===== config.mk =====
export PLATFORM = sky130hd
export DESIGN_NAME = ttl_74259_sync_flat
export DESIGN_NICKNAME = d
export VERILOG_FILES = /design/src/rtl/ttl_74259_sync_if.sv /design/src/rtl/ttl_74259_sync.sv /design/src/flat_wrapper.sv
export SDC_FILE = /design/constraint.sdc
export NUM_CORES = 1
export LEC_CHECK = 0
export CAP_MARGIN = 20
export CORE_AREA = 2 2 39 41
export DETAILED_ROUTE_END_ITERATION = 10
export DIE_AREA = 0 0 41 43
export GPL_ROUTABILITY_DRIVEN = 0
export PLACE_DENSITY = 0.6
export SLEW_MARGIN = 20
export SYNTH_ARGS = -nofsm -noshare
export SYNTH_HDL_FRONTEND = slang
export SYNTH_SLANG_ARGS = --single-unit

===== constraint.sdc =====
create_clock -name Clk -period 0.83 [get_ports Clk]
set_input_delay 0.166 -clock Clk [delete_from_list [all_inputs] [get_ports Clk]]
set_output_delay 0.166 -clock Clk [all_outputs]
set_load 0.005 [all_outputs]

===== src/rtl/ttl_74259_sync_if.sv =====
`default_nettype none
// ============================================================================
// Module     : ttl_74259_sync_if
// Description: Signal bundle for the synchronous 74LS259 addressable latch.
//              Carries the per-block controls and data, the shared cell
//              address and the packed latch outputs.
//                Clear_bar  [BLOCKS]            per-block clear, active-low
//                Enable_bar [BLOCKS]            per-block write enable, active-low
//                Select     [WIDTH_SELECT]      cell address shared by all blocks
//                D          [BLOCKS]            per-block data bit
//                Q_2D       [BLOCKS*WIDTH_OUT]  packed outputs, block b at
//                                               [b*WIDTH_OUT +: WIDTH_OUT]
//              master: the writer (drives controls, reads Q_2D)
//              slave : the latch bank (reads controls, drives Q_2D)
// Revision   : 1.0  initial release
// ============================================================================
interface ttl_74259_sync_if #(
  parameter int BLOCKS       = 1,
  parameter int WIDTH_OUT    = 8,
  parameter int WIDTH_SELECT = $clog2(WIDTH_OUT)
) ();

  logic [BLOCKS-1:0]           Clear_bar;
  logic [BLOCKS-1:0]           Enable_bar;
  logic [WIDTH_SELECT-1:0]     Select;
  logic [BLOCKS-1:0]           D;
  logic [BLOCKS*WIDTH_OUT-1:0] Q_2D;

  modport master (
    output Clear_bar,
    output Enable_bar,
    output Select,
    output D,
    input  Q_2D
  );

  modport slave (
    input  Clear_bar,
    input  Enable_bar,
    input  Select,
    input  D,
    output Q_2D
  );

endinterface : ttl_74259_sync_if
`default_nettype wire


===== src/rtl/ttl_74259_sync.sv =====
`default_nettype none
// ============================================================================
// Module     : ttl_74259_sync
// Description: Clocked 74LS259 8-bit addressable latch. Each of BLOCKS
//              independent blocks steers its data bit into the cell chosen by
//              the shared Select bus. All state changes on the rising edge of
//              Clk; there is no combinational path from inputs to Q_2D.
//              Ports:
//                Clk    in  core clock
//                Reset  in  synchronous reset, active-high, clears every cell
//                bus    ttl_74259_sync_if.slave (Clear_bar, Enable_bar,
//                       Select, D in; Q_2D out)
//              Per-block mode (Clear_bar, Enable_bar) at each edge:
//                1,0 ADDRESS : cell[Select] <= D, other cells hold
//                1,1 MEMORY  : all cells hold
//                0,0 DEMUX   : cell[Select] <= D, other cells <= 0
//                0,1 CLEAR   : all cells <= 0
// Revision   : 1.0  initial release
// ============================================================================
module ttl_74259_sync #(
  parameter int BLOCKS       = 1,
  parameter int WIDTH_OUT    = 8,
  parameter int WIDTH_SELECT = $clog2(WIDTH_OUT),
  // Output delays of the original TTL part. The register bank drives Q_2D
  // directly; these are kept so existing instantiations still elaborate.
  parameter int DELAY_RISE   = 12,
  parameter int DELAY_FALL   = 15
) (
  input  wire logic           Clk,
  input  wire logic           Reset,
  ttl_74259_sync_if.slave     bus
);

  localparam int C_CELLS = BLOCKS * WIDTH_OUT;

  // --------------------------------------------------------------------------
  // Elaboration-time parameter sanity checks
  // --------------------------------------------------------------------------
  if ((WIDTH_OUT < 2) || (WIDTH_OUT != (1 << WIDTH_SELECT))) begin : g_bad_width
    $error("ttl_74259_sync: WIDTH_OUT must be a power of two >= 2 equal to 2**WIDTH_SELECT");
  end

  if (BLOCKS < 1) begin : g_bad_blocks
    $error("ttl_74259_sync: BLOCKS must be at least 1");
  end

  if ((DELAY_RISE < 0) || (DELAY_FALL < 0)) begin : g_bad_delay
    $error("ttl_74259_sync: DELAY_RISE/DELAY_FALL must be non-negative");
  end

  // --------------------------------------------------------------------------
  // Register bank
  // --------------------------------------------------------------------------
  logic [C_CELLS-1:0] q_q;
  logic [C_CELLS-1:0] q_d;

  // Per-block control decode, named for readability of the next-state logic.
  logic [BLOCKS-1:0] w_write;   // Enable_bar low: addressed cell takes D
  logic [BLOCKS-1:0] w_wipe;    // Clear_bar low: unaddressed cells go to 0

  assign w_write = ~bus.Enable_bar;
  assign w_wipe  = ~bus.Clear_bar;

  // Next-state computation. The address match drives a ternary rather than
  // an if so that an unknown Select during a write resolves to X on the
  // cells of the writing block in four-state simulation, instead of being
  // silently treated as "no match". Blocks not writing never look at Select.
  always_comb begin
    q_d = q_q;
    for (int b = 0; b < BLOCKS; b++) begin
      for (int i = 0; i < WIDTH_OUT; i++) begin
        logic hit;
        logic keep_or_clear;
        hit           = (bus.Select == WIDTH_SELECT'(i));
        keep_or_clear = w_wipe[b] ? 1'b0 : q_q[b*WIDTH_OUT + i];
        if (w_write[b]) begin
          q_d[b*WIDTH_OUT + i] = hit ? bus.D[b] : keep_or_clear;
        end else begin
          q_d[b*WIDTH_OUT + i] = keep_or_clear;
        end
      end
    end
  end

  // Reset overrides every mode of every block and discards any write
  // sampled on the same edge.
  always_ff @(posedge Clk) begin
    if (Reset) begin
      q_q <= '0;
    end else begin
      q_q <= q_d;
    end
  end

  assign bus.Q_2D = q_q;

endmodule : ttl_74259_sync
`default_nettype wire


===== src/flat_wrapper.sv =====
// flat-port wrapper written by rule: the top's interface ports become plain ports
module ttl_74259_sync_flat 
#(
  parameter int BLOCKS       = 1,
  parameter int WIDTH_OUT    = 8,
  parameter int WIDTH_SELECT = $clog2(WIDTH_OUT),
                                                                          
                                                                         
  parameter int DELAY_RISE   = 12,
  parameter int DELAY_FALL   = 15
)
  (Clk, Reset, bus_Clear_bar, bus_Enable_bar, bus_Select, bus_D, bus_Q_2D);
  ttl_74259_sync_if #(.BLOCKS(BLOCKS), .WIDTH_OUT(WIDTH_OUT), .WIDTH_SELECT(WIDTH_SELECT)) bus_i ();
  input  wire logic Clk;
  input  wire logic Reset;
  input wire logic [$bits(bus_i.Clear_bar)-1:0] bus_Clear_bar;
  input wire logic [$bits(bus_i.Enable_bar)-1:0] bus_Enable_bar;
  input wire logic [$bits(bus_i.Select)-1:0] bus_Select;
  input wire logic [$bits(bus_i.D)-1:0] bus_D;
  output wire logic [$bits(bus_i.Q_2D)-1:0] bus_Q_2D;
  assign bus_i.Clear_bar = bus_Clear_bar;
  assign bus_i.Enable_bar = bus_Enable_bar;
  assign bus_i.Select = bus_Select;
  assign bus_i.D = bus_D;
  assign bus_Q_2D = bus_i.Q_2D;
  ttl_74259_sync #(.BLOCKS(BLOCKS), .WIDTH_OUT(WIDTH_OUT), .WIDTH_SELECT(WIDTH_SELECT), .DELAY_RISE(DELAY_RISE), .DELAY_FALL(DELAY_FALL)) u_core (.Clk(Clk), .Reset(Reset), .bus(bus_i));
endmodule

==> PnR_summary.wiki <==
{| class="wikitable"
! Metric !! Value
|-
| Max FFs per register || 8
|-
| Total of flip-flops plus latches after synthesis || 8
|-
| Final cell count without fillers || 74
|-
| Die Outline Area || 1763 um^2
|-
| Initial core utilization || 0.2848
|-
| Peak-usage layer in the global routing report || met2
|-
| Leading post-synthesis cells by cell area || sky130_fd_sc_hd__dfxtp_1, sky130_fd_sc_hd__mux2i_1, sky130_fd_sc_hd__nand3b_1, sky130_fd_sc_hd__nor4b_1, sky130_fd_sc_hd__and4bb_1
|-
| Cell Count Post-Placement || 71
|-
| TritonCTS clock tree || built
|-
| Distinct cell type count after synthesis || 11
|-
| Least setup slack across all paths after layout || -25.10 ps
|-
| Vias per cell || 4.905
|-
| Total grt overflow || 0
|-
| Clock-pin slew reported for the worst setup and hold paths after clock tree synthesis || 60 ps
|-
| Crit path buf inv count || 1
|-
| Placed standard-cell area || 608.1 um^2
|-
| Status || complete, but fails checks
|-
| Maximum Capacitance Violations || 0
|-
| Startpoint Class || flip-flop
|-
| Final nets || 68
|-
| Final core area utilization || 0.4720
|-
| Met1 track demand over resource || 0.1387
|-
| Depth of the CTS H-tree || 1
|-
| Final min period || 855.1 ps
|-
| Post-detailed-route count of antenna-violating nets || 0
|-
| I/O pin cnt || 16
|-
| Fraction of met2 tracks used by global routing || 0.2156
|-
| Layout overhead on the synthesized area || 65.71%
|-
| Final Max Slew Viols || 0
|-
| GRT Util Overall || 0.1307
|-
| VDD IR-drop max || 366.2 uV
|-
| Area of all placed cells without fillers || 653.1 um^2
|-
| Cell type with the highest aggregate area in the netlist || sky130_fd_sc_hd__dfxtp_1
|-
| Mean Syn Cell Area || 11.26 um^2
|-
| Number of buffers inserted for hold repair after clock tree synthesis || 0
|-
| Cts bufs inserted || 3
|-
| Final number of setup-violating endpoints || 8
|-
| Transition at the pin with the smallest max-transition slack || 255.7 ps
|-
| Synthesized cell area || 394.1 um^2
|-
| Data arrival time at the worst-slack endpoint || 690 ps
|-
| Vias in the first global route || 345
|-
| Met3 GRT Util || 0.01571
|-
| Max FO, Critical Path || 2
|-
| Cell chain of the critical path || buf_2
|-
| Violated checks || negative setup slack
|-
| Static power due to leakage || 0.2733 nW
|-
| Clock buffer depth || 2
|-
| DRT iter0 DRCs || 3
|-
| Yosys synthesis warning count || 0
|-
| Cell at the root of the clock tree || sky130_fd_sc_hd__clkbuf_4
|-
| Pre-Repair DR Iteration Count || 4
|-
| Worst max-slew margin expressed relative to the limit || 0.8291
|-
| Crit-path leading delay family || flip-flops
|-
| DP HPWL || 671.9 um
|-
| Power Density || 1272 nW/um^2
|-
| Maximum number of pins on one net before global-route repair || 9
|-
| Post-synth EDFFs || 0
|-
| Post-synth top flop || sky130_fd_sc_hd__dfxtp_1
|-
| Net Count, Synth || 43
|-
| RSZ-0062 raised after global routing || yes
|-
| TritonCTS sink count || 8
|-
| Wire length of the first global-routing pass || 1490 um
|-
| CP Class || flip-flop to primary output
|-
| Share of the cycle needed by the critical path after routing || 1.030
|-
| Port Buffers || 15
|-
| Share of synthesized registers carrying an async set or reset || 0
|-
| Count of unresolved DRC violations after routing || 0
|-
| Category of the worst setup path capture point || primary output
|-
| Highest clock rate || 1.169 GHz
|-
| Sequential-to-total area share from yosys stat || 0.4063
|-
| Die height || 43 um
|-
| Routed Wire Length || 1033 um
|-
| Share of post-route cells with drive strength above 1 || 0.6034
|-
| Most instantiated cells after synthesis || sky130_fd_sc_hd__dfxtp_1, sky130_fd_sc_hd__mux2i_1, sky130_fd_sc_hd__nand3b_1
|-
| Number of diodes || 0
|-
| Final Hold Vio Count || 0
|-
| Chip width || 41 um
|-
| Later-pin clock latency in the skew report || 250 ps
|-
| Std cell rows || 14
|-
| Worst Setup Slack post-DPL || -602.4 ps
|-
| Initial antenna violation count || 0
|-
| Worst-case clock skew || 0 ps
|-
| Synth top area share || 0.4063
|-
| Maximum single-stage delay on the critical path || 320 ps
|-
| Worst min path class || primary input to flip-flop
|-
| Area of the core region || 1384 um^2
|-
| Total number of vias || 363
|-
| Routed wire per std cell || 13.96 um
|-
| Required time of the critical path || 660 ps
|-
| Cell with the largest stage delay on the worst path || sky130_fd_sc_hd__dfxtp_2
|-
| Syn Inst Count || 35
|}
[per-layer routing]
metal	part of all wire	routed length, um	vias to the layer above
met5	0	0	-
met4	0	0	0
met3	0.051	53	0
met2	0.54	555	10
met1	0.41	424	171
li1	-	-	182
[final timing paths]
check                          start            endpoint  cells past startpoint  slack (ps)
hold reg to reg   u_core.bus.Q_2D[5]  u_core.bus.Q_2D[5]                      2         480
hold / removal        bus_Enable_bar  u_core.bus.Q_2D[4]                      3         310
setup reg to reg  u_core.bus.Q_2D[6]  u_core.bus.Q_2D[6]                      3         130
setup / recovery  u_core.bus.Q_2D[4]         bus_Q_2D[4]                      1         -30
[cell type report]
| class | count | area, um^2 |
|---|---|---|
| clock buffer | 3 | 22.52 |
| multi-input combinational | 25 | 250.2 |
| sequential | 8 | 170.2 |
| tap | 16 | 20.02 |
| timing repair buffer | 22 | 190.2 |
| fill | 141 | 730.7 |
[kinds of logic after synthesis]
kind of cell	Yosys count	synth area share
muxes	8	0.2032
buffers and inverters	2	0.02220
and+or+nand+nor	17	0.3683
DFF	8	0.4063
[cells in the final DEF, fill, tap and decap left out, types with 2 or more instances in the layout]
| cell type | instances |
|---|---|
| sky130_fd_sc_hd__and4bb_1 | 2 |
| sky130_fd_sc_hd__buf_2 | 5 |
| sky130_fd_sc_hd__buf_4 | 3 |
| sky130_fd_sc_hd__buf_6 | 8 |
| sky130_fd_sc_hd__clkbuf_2 | 2 |
| sky130_fd_sc_hd__clkbuf_4 | 3 |
| sky130_fd_sc_hd__dfxtp_2 | 8 |
| sky130_fd_sc_hd__mux2i_1 | 8 |
| sky130_fd_sc_hd__nand3b_1 | 8 |
| sky130_fd_sc_hd__nor4b_2 | 3 |
[timing repair]
| action | in CTS | in global routing |
|---|---|---|
| endpoints found under the setup margin | 16 | 14 |
| pin swaps | 3 | 2 |
| gates resized for setup | 55 | 13 |
| hold endpoints to repair | 0 | 0 |
| setup buffers | 1 | 0 |
[report_power, final]
group          internal, W  leakage, nW  switching [W]
Clock             0.000166       0.0138       0.000142
Combinational    0.0000715        0.191      0.0000569
Sequential        0.000391       0.0686     0.00000324
[through the flow]
| step | power [W] | TNS [ps] | hold WS, ps |
|---|---|---|---|
| floorplan | 0.0004418 | 0 | 351.0 |
| global placement | 0.0005245 | -5270 | 469.8 |
| detailed placement | 0.0005245 | -5393 | 472.4 |
| CTS | 0.0008404 | -309.1 | 387.6 |
| global route | 0.0008689 | -366.6 | 317.0 |
| finish | 0.0008306 | -162.0 | 307.4 |
No activity file was read; power rests on OpenSTA's default activity.
